$ cat src/rtl/rs_encoder_15_11_if.sv
// Symbol-stream bundle for the RS(15,11) encoder: message input handshake,
// codeword output stream and abort control.
interface rs_encoder_15_11_if #(
    parameter int SYM_W = 4
);
    logic             abort;
    logic             in_valid;
    logic             in_ready;
    logic [SYM_W-1:0] in_sym;
    logic             out_valid;
    logic [SYM_W-1:0] out_sym;
    logic [3:0]       out_idx;
    logic             out_last;
    logic             parity_ph;

    modport master (
        output abort, in_valid, in_sym,
        input  in_ready, out_valid, out_sym, out_idx, out_last, parity_ph
    );

    modport slave (
        input  abort, in_valid, in_sym,
        output in_ready, out_valid, out_sym, out_idx, out_last, parity_ph
    );
endinterface

$ cat src/rtl/rs_encoder_15_11.sv
// Systematic RS(15,11) encoder over GF(16) (x^4+x+1). Message symbols pass
// straight through, then the four parity symbols P3..P0 are shifted out.
module rs_encoder_15_11 #(
    parameter int SYM_W = 4,
    parameter int N_SYM = 15,
    parameter int K_SYM = 11
) (
    input  logic               clk,
    input  logic               rst_n,
    rs_encoder_15_11_if.slave  bus
);

    // g(x) = x^4 + D x^3 + C x^2 + 8 x + 7, packed low coefficient first
    localparam logic [15:0] G_COEF   = 16'hDC87;
    localparam logic [3:0]  LAST_MSG = 4'(K_SYM - 1);
    localparam logic [3:0]  LAST_IDX = 4'(N_SYM - 1);

    typedef enum logic {
        ST_MSG    = 1'b0,
        ST_PARITY = 1'b1
    } state_t;

    function automatic logic [3:0] gf_xtime(input logic [3:0] a);
        return {a[2:0], 1'b0} ^ (a[3] ? 4'h3 : 4'h0);
    endfunction

    // Shift-and-add constant multiply; folds to a small XOR network per constant
    function automatic logic [3:0] gf_mul_const(input logic [3:0] a, input logic [3:0] c);
        logic [3:0] acc;
        logic [3:0] p;
        acc = 4'h0;
        p   = a;
        for (int i = 0; i < 4; i++) begin
            if (c[i]) acc = acc ^ p;
            p = gf_xtime(p);
        end
        return acc;
    endfunction

    state_t           state_reg, state_next;
    logic [3:0]       count_reg, count_next;
    logic [SYM_W-1:0] r_reg  [4];
    logic [SYM_W-1:0] r_next [4];
    logic             out_valid_reg, out_valid_next;
    logic [SYM_W-1:0] out_sym_reg, out_sym_next;
    logic [3:0]       out_idx_reg, out_idx_next;
    logic             out_last_reg, out_last_next;

    logic             in_ready;
    logic             accept;
    logic [SYM_W-1:0] fb;
    logic [SYM_W-1:0] fb_prod [4];

    assign in_ready = (state_reg == ST_MSG);
    assign accept   = bus.in_valid & in_ready;
    assign fb       = bus.in_sym ^ r_reg[3];

    for (genvar gi = 0; gi < 4; gi++) begin : g_fb_mul
        assign fb_prod[gi] = gf_mul_const(fb, G_COEF[gi*4 +: 4]);
    end

    always_ff @(posedge clk or negedge rst_n) begin
        if (!rst_n) begin
            state_reg     <= ST_MSG;
            count_reg     <= 4'd0;
            r_reg         <= '{default: '0};
            out_valid_reg <= 1'b0;
            out_sym_reg   <= '0;
            out_idx_reg   <= 4'd0;
            out_last_reg  <= 1'b0;
        end else begin
            state_reg     <= state_next;
            count_reg     <= count_next;
            r_reg         <= r_next;
            out_valid_reg <= out_valid_next;
            out_sym_reg   <= out_sym_next;
            out_idx_reg   <= out_idx_next;
            out_last_reg  <= out_last_next;
        end
    end

    always_comb begin
        state_next     = state_reg;
        count_next     = count_reg;
        r_next         = r_reg;
        out_valid_next = 1'b0;
        out_sym_next   = out_sym_reg;
        out_idx_next   = out_idx_reg;
        out_last_next  = 1'b0;

        if (bus.abort) begin
            // Abort outranks any accept or shift in the same cycle
            state_next = ST_MSG;
            count_next = 4'd0;
            r_next     = '{default: '0};
        end else begin
            case (state_reg)
                ST_MSG: begin
                    if (accept) begin
                        r_next[3]      = r_reg[2] ^ fb_prod[3];
                        r_next[2]      = r_reg[1] ^ fb_prod[2];
                        r_next[1]      = r_reg[0] ^ fb_prod[1];
                        r_next[0]      = fb_prod[0];
                        out_sym_next   = bus.in_sym;
                        out_idx_next   = count_reg;
                        out_valid_next = 1'b1;
                        count_next     = count_reg + 4'd1;
                        if (count_reg == LAST_MSG) state_next = ST_PARITY;
                    end
                end
                ST_PARITY: begin
                    out_sym_next   = r_reg[3];
                    out_idx_next   = count_reg;
                    out_valid_next = 1'b1;
                    r_next[3]      = r_reg[2];
                    r_next[2]      = r_reg[1];
                    r_next[1]      = r_reg[0];
                    r_next[0]      = '0;
                    if (count_reg == LAST_IDX) begin
                        out_last_next = 1'b1;
                        state_next    = ST_MSG;
                        count_next    = 4'd0;
                    end else begin
                        count_next = count_reg + 4'd1;
                    end
                end
                default: begin
                    state_next = ST_MSG;
                    count_next = 4'd0;
                end
            endcase
        end
    end

    assign bus.in_ready  = in_ready;
    assign bus.out_valid = out_valid_reg;
    assign bus.out_sym   = out_sym_reg;
    assign bus.out_idx   = out_idx_reg;
    assign bus.out_last  = out_last_reg;
    assign bus.parity_ph = (state_reg == ST_PARITY);

endmodule

$ cat src/flat_wrapper.sv
// flat-port wrapper written by rule: the top's interface ports become plain ports
module rs_encoder_15_11_flat 
#(
    parameter int SYM_W = 4,
    parameter int N_SYM = 15,
    parameter int K_SYM = 11
)
  (clk, rst_n, bus_abort, bus_in_valid, bus_in_sym, bus_in_ready, bus_out_valid, bus_out_sym, bus_out_idx, bus_out_last, bus_parity_ph);
  rs_encoder_15_11_if #(.SYM_W(SYM_W)) bus_i ();
  input  logic clk;
  input  logic rst_n;
  input wire logic [$bits(bus_i.abort)-1:0] bus_abort;
  input wire logic [$bits(bus_i.in_valid)-1:0] bus_in_valid;
  input wire logic [$bits(bus_i.in_sym)-1:0] bus_in_sym;
  output wire logic [$bits(bus_i.in_ready)-1:0] bus_in_ready;
  output wire logic [$bits(bus_i.out_valid)-1:0] bus_out_valid;
  output wire logic [$bits(bus_i.out_sym)-1:0] bus_out_sym;
  output wire logic [$bits(bus_i.out_idx)-1:0] bus_out_idx;
  output wire logic [$bits(bus_i.out_last)-1:0] bus_out_last;
  output wire logic [$bits(bus_i.parity_ph)-1:0] bus_parity_ph;
  assign bus_i.abort = bus_abort;
  assign bus_i.in_valid = bus_in_valid;
  assign bus_i.in_sym = bus_in_sym;
  assign bus_in_ready = bus_i.in_ready;
  assign bus_out_valid = bus_i.out_valid;
  assign bus_out_sym = bus_i.out_sym;
  assign bus_out_idx = bus_i.out_idx;
  assign bus_out_last = bus_i.out_last;
  assign bus_parity_ph = bus_i.parity_ph;
  rs_encoder_15_11 #(.SYM_W(SYM_W), .N_SYM(N_SYM), .K_SYM(K_SYM)) u_core (.clk(clk), .rst_n(rst_n), .bus(bus_i));
endmodule
$ cat config.mk
export PLATFORM = sky130hd
export DESIGN_NAME = rs_encoder_15_11_flat
export DESIGN_NICKNAME = d
export VERILOG_FILES = /design/src/rtl/rs_encoder_15_11_if.sv /design/src/rtl/rs_encoder_15_11.sv /design/src/flat_wrapper.sv
export SDC_FILE = /design/constraint.sdc
export NUM_CORES = 1
export LEC_CHECK = 0
export ABC_AREA = 1
export ABC_CLOCK_PERIOD_IN_PS = 1850
export BUFFER_PORTS_ARGS = -buffer_cell sky130_fd_sc_hd__buf_2
export CORE_MARGIN = 2
export CORE_UTILIZATION = 45
export CTS_CLUSTER_DIAMETER = 150
export DETAILED_ROUTE_END_ITERATION = 8
export GPL_TIMING_DRIVEN = 0
export RECOVER_POWER = 50
export SLEW_MARGIN = 20
export SYNTH_ARGS = -nofsm -noshare
export SYNTH_HDL_FRONTEND = slang
export SYNTH_SLANG_ARGS = --single-unit
$ cat constraint.sdc
create_clock -name clk -period 1.85 [get_ports clk]
set_input_delay 0.4625 -clock clk [delete_from_list [all_inputs] [get_ports clk]]
set_output_delay 0.4625 -clock clk [all_outputs]
set_load 0.02 [all_outputs]
# == After elaboration in Yosys (flattened, before gate mapping) ==
# Cells that the tools add are included.
# op_classes
addsub,1
mul,0
div,0
n_lt_le_gt_ge,0
eq_ne,4
n_shift,0
mux,25
bitwise,15
n_reduce_logical,1
# op_table
op,count
XOR 4 bit,12
2-to-1 mux 16 bit,2
case mux 16 bit (2 select lines),1
case mux 4 bit (2 select lines),3
2-to-1 mux 4 bit,5
2-to-1 mux 1 bit,9
"equality test 4 bit, second input constant",2
2-to-1 mux 2 bit,3
"adder 4 x 1 -> 4 bit, second input constant",1
case mux 1 bit (2 select lines),2
"inequality test 3 bit, second input constant",1
"inequality test 2 bit, second input constant",1
inverter 1 bit,2
AND reduction 2 bit,1
bitwise AND 1 bit,1
# word_totals
ff_bits,31
latchBits,0
ramBits,0
romBits,0
inputBits,8
n_memories,0

# == Logic depth before layout (Yosys ltp) ==
# Gate-level depths: netlist of the first run.
# depth
word_depth,12
depth_mapped,10
mapped_depth_nobuf,10

# == Worst setup path before layout of the first run ==
# OpenSTA, ideal clock, no wires.
# synth_path
kind,flip-flop to output port
startpoint,"reg u_core.state_reg, in the netlist u_core.bus.parity_ph"
endpoint,out bus_in_ready
t_arrival_ps,913
slack_ps,475
stages_incl_launch_ff,3
n_path_buf,1
path_cell_list,dfrtp_1 -> bufinv_8 -> buf_2
# synth_via
elab_chain_len,1
# synth_lines
element,line_no,text
start: declaration,rs_encoder_15_11.sv:40,"state_t state_reg, state_next;"
start signal: assignment,rs_encoder_15_11.sv:72,state_reg <= state_next;
inverter 1 bit,rs_encoder_15_11.sv:54,assign in_ready = (state_reg == ST_MSG);
end: declaration,flat_wrapper.sv:15,output wire logic [$bits(bus_i.in_ready)-1:0] bus_in_ready;
# No other way between the ends.

# == Worst setup path after layout of the first run ==
# Same ends and word-level chain as after synthesis.

==> insert_results.sql, run 1 <==
INSERT INTO impl_metrics (metric_group, metric, value, unit) VALUES
('run_status', 'run_status', 'complete, no violations', ''),
('cts', 'number_of_buffers_inserted_for_hold_repair_after_clock_tree_synthesis', '0', ''),
('yosys', 'number_of_flip_flops_and_latches_in_the_synthesized_netlist', '31', ''),
('cts', 'clock_tree.root_cell', 'sky130_fd_sc_hd__clkbuf_8', ''),
('global_route', 'grt_use_met1', '27.3', '%'),
('cts', 'post_cts.repair.setup_buffers', '0', ''),
('floorplan', 'fp-row-count', '22', ''),
('floorplan', 'die_area', '4360', 'µm²'),
('yosys', 'synth_area_per_cell', '7.83', 'µm²'),
('power_and_ir_drop', 'ir_drop', '0.000619', 'V'),
('power_and_ir_drop', 'p_seq_share', '45.1', '%'),
('hold_path', 'min-delay-path-class', 'input pin to asynchronous set/reset pin', ''),
('yosys', 'synth.yosys.seq_area_share', '44.8', '%'),
('global_route', 'gr-usage-met2', '30.2', '%'),
('global_route', 'grt_pass1_vias', '1341', ''),
('global_route', 'busiest_layer', 'met2', ''),
('yosys', 'synth.cell_area', '1730', 'µm²'),
('placement', 'placement.cell_area', '1890', 'µm²'),
('floorplan', 'initial_utilization', '46.9', '%'),
('sta', 'finalWorstPathRequiredPeriod', '1.58', 'ns'),
('sta', 'fmaxAchievable', '631', 'MHz'),
('global_route', 'globalRoute.totalOverflow', '0', ''),
('sta', 'timing_hold_violations_final', '0', ''),
('drt', 'post-route-drc-count', '0', ''),
('sta', 'slew_headroom', '48.0', '%'),
('global_route', 'grt_util_all_layers', '19.5', '%'),
('global_route', 'number_of_antenna_violations_at_the_first_check_in_global_routing', '0', ''),
('global_route', 'global_route_wire_length_before_repair', '6.34', 'mm'),
('floorplan', 'floorplan.io_pins', '20', ''),
('sta', 'setup_total_negative_slack', '0', 'ns'),
('job', 'max_cap_violations', '0', ''),
('cts', 'cts.reportedPaths.clkPinSlew', '0.06', 'ns'),
('drt', 'viasPerCell', '4.86', ''),
('setup_path', 'timing.critical_path.required', '1.39', 'ns'),
('setup_path', 'startpoint', 'u_core.bus.parity_ph', ''),
('sta', 'fin_worst_hold_slack', '0.253', 'ns'),
('layout', 'number_of_fillers_in_the_final_layout', '384', ''),
('placement', 'dp_hpwl', '2.69', 'mm'),
('layout', 'layout_cells_sized_above_1', '19.4', '%'),
('power_and_ir_drop', 'swShare', '34.1', '%'),
('layout', 'layout_commonest_cell', 'sky130_fd_sc_hd__nand2_1', ''),
('drt', 'routed-via-count', '1433', ''),
('global_route', 'grt.met3_usage', '4.60', '%'),
('layout', 'fin_util', '53.0', '%'),
('layout', 'finish.instance_area', '1950', 'µm²'),
('placement', 'post-place-ws', '0.333', 'ns'),
('cts', 'cts-root-to-sink-buffers', '2', ''),
('placement', 'port-buffer-count', '19', ''),
('cts', 'cts.sink_count', '31', ''),
('drt', 'dr.pass1.iters', '4', ''),
('drt', 'totalWireLength', '3.70', 'mm'),
('power_and_ir_drop', 'p_int', '1.21', 'mW'),
('sta', 'tightest_slew', '0.781', 'ns'),
('setup_path', 'regToRegEndpoint', 'u_core.r_reg[0]', ''),
('floorplan', 'die_y', '66.0', 'µm'),
('sta', 'final.period_utilization', '85.7', '%'),
('setup_path', 'worstSetupEndpointType', 'output port', ''),
('power_and_ir_drop', 'portion_of_total_power_attributed_to_combinational_logic', '27.3', '%'),
('layout', 'regArea', '776', 'µm²'),
('yosys', 'synthesis.nets', '231', ''),
('power_and_ir_drop', 'p_switching', '626', 'µW'),
('layout', 'area_occupied_by_multi_input_gates', '800', 'µm²'),
('drt', 'drt-initial-drc-count', '94', ''),
('cts', 'postcts_resize_cnt', '0', ''),
('layout', 'final_cell_mix', 'sky130_fd_sc_hd__nand2_1, sky130_fd_sc_hd__dfrtp_1, sky130_fd_sc_hd__inv_1, sky130_fd_sc_hd__buf_2, sky130_fd_sc_hd__nand3_1', ''),
('setup_path', 'timing.reg2reg.worst_path_depth', '5', ''),
('floorplan', 'die-width', '66.0', 'µm'),
('power_and_ir_drop', 'p_leak', '0.988', 'nW'),
('setup_path', 'critical_path_class', 'flop to output port', ''),
('layout', 'largest_register_ff_count', '16', ''),
('cts', 'cts_tree', 'yes', '');
-- layer usage --
layer / wire length (µm) / vias to the layer above / part of all wire (%)
li1: - / 763 / -
met1: 1910 / 648 / 52
met2: 1620 / 19 / 44
met3: 146 / 3 / 4.0
met4: 14 / 0 / 0.38
met5: 0 / - / 0
-- cell type report --
class	instances	share of cell area [%]
Clock inverter	1	0.256
Clock buffer	7	3.91
Timing Repair Buffer	19	4.80
Tap cell	48	3.07
Sequential cell	31	39.7
Inverter	28	6.08
Buffer	4	1.28
Multi-Input combinational cell	157	40.9
-- power by group through the flow --
stage | combinational (mW) | clock (mW) | sequential (mW)
global route | 0.576 | 0.554 | 0.839
global placement | 0.500 | 0 | 0.838
finish | 0.501 | 0.507 | 0.827
floorplan | 0.342 | 0 | 0.866
CTS | 0.510 | 0.520 | 0.827
detailed placement | 0.506 | 0 | 0.839
-- critical path: stages, from the launching register on --
cell and delay [ns]:
sky130_fd_sc_hd__dfrtp_1 0.40, sky130_fd_sc_hd__bufinv_8 0.26, sky130_fd_sc_hd__buf_2 0.18
-- how the worst max path moves through the flow --
stage	to	slack, ns	cells after the start
after global placement	bus_in_ready	0.33	3
after floorplan	bus_in_ready	0.47	2
after CTS	bus_in_ready	0.03	3
final	bus_in_ready	0.27	2
after detailed placement	u_core.r_reg[8]	0.33	7
after global routing	u_core.r_reg[10]	0.15	5
-- cell usage after synthesis --
library cell | number | share of area (%)
sky130_fd_sc_hd__a211oi_1 | 1 | 0.43
sky130_fd_sc_hd__a21o_1 | 1 | 0.43
sky130_fd_sc_hd__a21oi_1 | 7 | 2.0
sky130_fd_sc_hd__a31oi_1 | 4 | 1.4
sky130_fd_sc_hd__buf_2 | 3 | 0.87
sky130_fd_sc_hd__buf_4 | 1 | 0.43
sky130_fd_sc_hd__buf_6 | 1 | 0.65
sky130_fd_sc_hd__bufinv_8 | 1 | 1.0
sky130_fd_sc_hd__dfrtp_1 | 31 | 45
sky130_fd_sc_hd__ha_1 | 2 | 1.4
sky130_fd_sc_hd__inv_1 | 23 | 5.0
sky130_fd_sc_hd__inv_2 | 4 | 0.87
sky130_fd_sc_hd__nand2_1 | 65 | 14
sky130_fd_sc_hd__nand2_2 | 10 | 3.6
sky130_fd_sc_hd__nand2_4 | 4 | 2.6
sky130_fd_sc_hd__nand3_1 | 14 | 4.0
sky130_fd_sc_hd__nand3_4 | 1 | 1.0
sky130_fd_sc_hd__nand4_1 | 1 | 0.36
sky130_fd_sc_hd__nor2_1 | 9 | 2.0
sky130_fd_sc_hd__nor2_2 | 1 | 0.36
sky130_fd_sc_hd__nor2_4 | 1 | 0.65
sky130_fd_sc_hd__nor3_1 | 3 | 0.87
sky130_fd_sc_hd__o21ai_0 | 9 | 2.6
sky130_fd_sc_hd__o21ai_1 | 12 | 3.5
sky130_fd_sc_hd__o22ai_1 | 8 | 2.9
sky130_fd_sc_hd__xnor2_1 | 1 | 0.51
sky130_fd_sc_hd__xor2_1 | 3 | 1.5
-- cell families (layout without fill, tap and decap cells) --
logic type / Yosys count / after routing / synth area share (%)
adders and majority gates: 2 / 2 / 1.45
DFF: 31 / 31 / 44.8
AOI/OAI and AO/OA: 42 / 42 / 13.3
buffers and inverters: 33 / 59 / 8.82
and+or+nand+nor: 109 / 109 / 29.6
xor gates and xnor gates: 4 / 4 / 2.02
-- through the flow --
stage | power, mW | std cells
6_report | 1.83 | 295
5_1_grt | 1.97 | 295
4_1_cts | 1.86 | 296
3_5_place_dp | 1.34 | 288
3_3_place_gp | 1.34 | 288
2_1_floorplan | 1.21 | 221
(Power assumes the default switching activity.)
==> run 2, diff against run 1 <==
ABC_CLOCK_PERIOD_IN_PS = 1600   (was 1850)
clock period = 1.6 ns   (was 1.85 ns; I/O delays follow)
==> insert_results.sql, run 2 (synthesis results as in run 1) <==
INSERT INTO impl_metrics (metric_group, metric, value, unit) VALUES
('placement', 'port-buffer-count', '19', ''),
('sta', 'grt_setup_unrepaired', 'false', ''),
('setup_path', 'critical_path_class', 'flop to output port', ''),
('global_route', 'global_route_wire_length_before_repair', '6.33', 'mm'),
('sta', 'finalWorstPathRequiredPeriod', '1.53', 'ns'),
('layout', 'largest_register_ff_count', '16', ''),
('drt', 'post_route_met1_wirelength', '1.96', 'mm'),
('drt', 'final_antenna_net_count', '0', ''),
('drt', 'top_layer_used', 'met4', ''),
('layout', 'layout.nets', '256', ''),
('layout', 'number_of_fillers_in_the_final_layout', '383', ''),
('cts', 'cts-root-to-sink-buffers', '2', ''),
('global_route', 'grt_util_all_layers', '19.4', '%'),
('drt', 'routed-wl-met2', '1.62', 'mm'),
('layout', 'layout_commonest_cell', 'sky130_fd_sc_hd__nand2_1', ''),
('cts', 'cts.sink_count', '31', ''),
('setup_path', 'cpMaxStageDelayCell', 'sky130_fd_sc_hd__dfrtp_1', ''),
('drt', 'average_wire_length_per_cell_after_detail_routing', '12.5', 'µm'),
('setup_path', 'critPathMaxStageDelay', '0.41', 'ns'),
('layout', 'layout-area-overhead-vs-synth', '13.1', '%'),
('run_status', 'run_status', 'complete, no violations', ''),
('setup_path', 'worst-endpoint-arrival', '1.13', 'ns'),
('cts', 'clock_tree.root_cell', 'sky130_fd_sc_hd__clkbuf_8', ''),
('sta', 'fmaxAchievable', '652', 'MHz'),
('drt', 'routed-via-count', '1433', ''),
('drt', 'dr.pass1.iters', '4', ''),
('setup_path', 'worstSetupEndpointType', 'output port', ''),
('cts', 'cts-htree-levels', '2', ''),
('power_and_ir_drop', 'p_leak', '0.982', 'nW'),
('drt', 'post-route-drc-count', '0', ''),
('cts', 'cts_tree', 'yes', ''),
('drt', 'totalWireLength', '3.70', 'mm'),
('power_and_ir_drop', 'total_power', '2.12', 'mW'),
('cts', 'postcts_resize_cnt', '0', ''),
('setup_path', 'crit_start_category', 'flop', ''),
('layout', 'final_cell_mix', 'sky130_fd_sc_hd__nand2_1, sky130_fd_sc_hd__dfrtp_1, sky130_fd_sc_hd__inv_1, sky130_fd_sc_hd__buf_2, sky130_fd_sc_hd__nand3_1', ''),
('hold_path', 'min-delay-path-class', 'input pin to asynchronous set/reset pin', ''),
('placement', 'dp_hpwl', '2.69', 'mm'),
('floorplan', 'floorplan.io_pins', '20', ''),
('layout', 'layout_cells_sized_above_1', '19.0', '%'),
('sta', 'finClkSkew', '0.00576', 'ns'),
('sta', 'tightest_slew', '0.781', 'ns'),
('sta', 'timing_hold_violations_final', '0', ''),
('floorplan', 'fp-row-count', '22', ''),
('sta', 'timing.final.max_slew_violations', '0', ''),
('cts', 'cts.reportedPaths.clkPinSlew', '0.06', 'ns'),
('setup_path', 'worstPathMaxFanout', '14', ''),
('global_route', 'globalRoute.totalOverflow', '0', ''),
('drt', 'met3RoutedLength', '103', 'µm'),
('cts', 'clock_latency', '0.28', 'ns'),
('layout', 'fin_util', '53.1', '%'),
('floorplan', 'die_y', '66.0', 'µm'),
('cts', 'post_cts.repair.setup_buffers', '0', ''),
('job', 'max_cap_violations', '0', ''),
('global_route', 'number_of_antenna_violations_at_the_first_check_in_global_routing', '0', ''),
('power_and_ir_drop', 'ir_drop', '0.000715', 'V'),
('sta', 'setup_total_negative_slack', '0', 'ns'),
('placement', 'place.gp.congestion', '0.803', ''),
('sta', 'final.period_utilization', '95.8', '%'),
('drt', 'drt-initial-drc-count', '93', ''),
('cts', 'numCtsBuffers', '5', ''),
('cts', 'number_of_buffers_inserted_for_hold_repair_after_clock_tree_synthesis', '0', ''),
('sta', 'fin_worst_hold_slack', '0.191', 'ns'),
('sta', 'finalSetupViolCount', '0', ''),
('floorplan', 'fp.coreArea', '3690', 'µm²'),
('floorplan', 'initial_utilization', '46.9', '%'),
('global_route', 'grt_start_max_net_pins', '32', ''),
('sta', 'slew_headroom', '47.9', '%'),
('drt', 'viasPerCell', '4.86', ''),
('global_route', 'grt_pass1_vias', '1337', ''),
('layout', 'insertedDiodeCount', '0', ''),
('setup_path', 'timing.critical_path.cells', 'bufinv_8, buf_2', ''),
('floorplan', 'die-width', '66.0', 'µm'),
('floorplan', 'die_area', '4360', 'µm²'),
('setup_path', 'timing.critical_path.required', '1.20', 'ns'),
('power_and_ir_drop', 'cellPowerDensity', '1080', 'nW/µm²');
[run 2: changes by cell type in the layout (fill, tap and decap cells not counted), sizes merged]
cell	delta
clkbuf	+2
buf	-2
[run 2: worst max-delay path: cells and delay by family (launching register included)]
kind,cells,cell delay [ns]
buf+inv,2,0.44
flops,1,0.41
[run 2: cell type report]
cell class | count | area [µm²] | area share (%)
plain buffers | 4 | 28.8 | 1.47
inverters | 28 | 119 | 6.07
well taps | 48 | 60.1 | 3.07
clock inverters | 1 | 5.00 | 0.256
clock buffers | 7 | 76.3 | 3.90
repair buffers | 19 | 90.1 | 4.60
flip-flops and latches | 31 | 776 | 39.6
multi-input cells | 157 | 802 | 41.0
[run 2: report_power, final]
group | internal, mW | switching (mW) | leakage (nW)
logic | 0.200 | 0.380 | 0.536
registers | 0.891 | 0.0646 | 0.403
clock network | 0.305 | 0.280 | 0.0422
[run 2: stage by stage]
step                      setup slack [ns]  cell area (µm²)  std cells
after floorplan                      0.287             1730        221
after global placement               0.146             1890        288
after detailed placement             0.145             1890        288
after CTS                           0.0560             1960        295
after global routing                0.0141             1960        295
final                               0.0674             1960        295
[run 2: final timing paths]
kind,startpoint,endpoint,slack (ns),cells past startpoint
min,rst_n,u_core.r_reg[10],0.19,1
max reg2reg,u_core.bus.parity_ph,u_core.r_reg[10],0.25,4
min reg2reg,u_core.bus.out_idx[1],u_core.bus.out_idx[1],0.47,2
max in group asynchronous,rst_n,u_core.bus.out_idx[2],0.91,1
min in group clk,bus_abort,u_core.bus.parity_ph,0.37,2
max,u_core.bus.parity_ph,bus_in_ready,0.07,2
[run 2: layer usage]
layer	GRT usage [%]	vias to the layer above
li1	-	764
met1	27.4	653
met2	29.9	13
met3	4.60	3
met4	5.36	0
met5	0	-
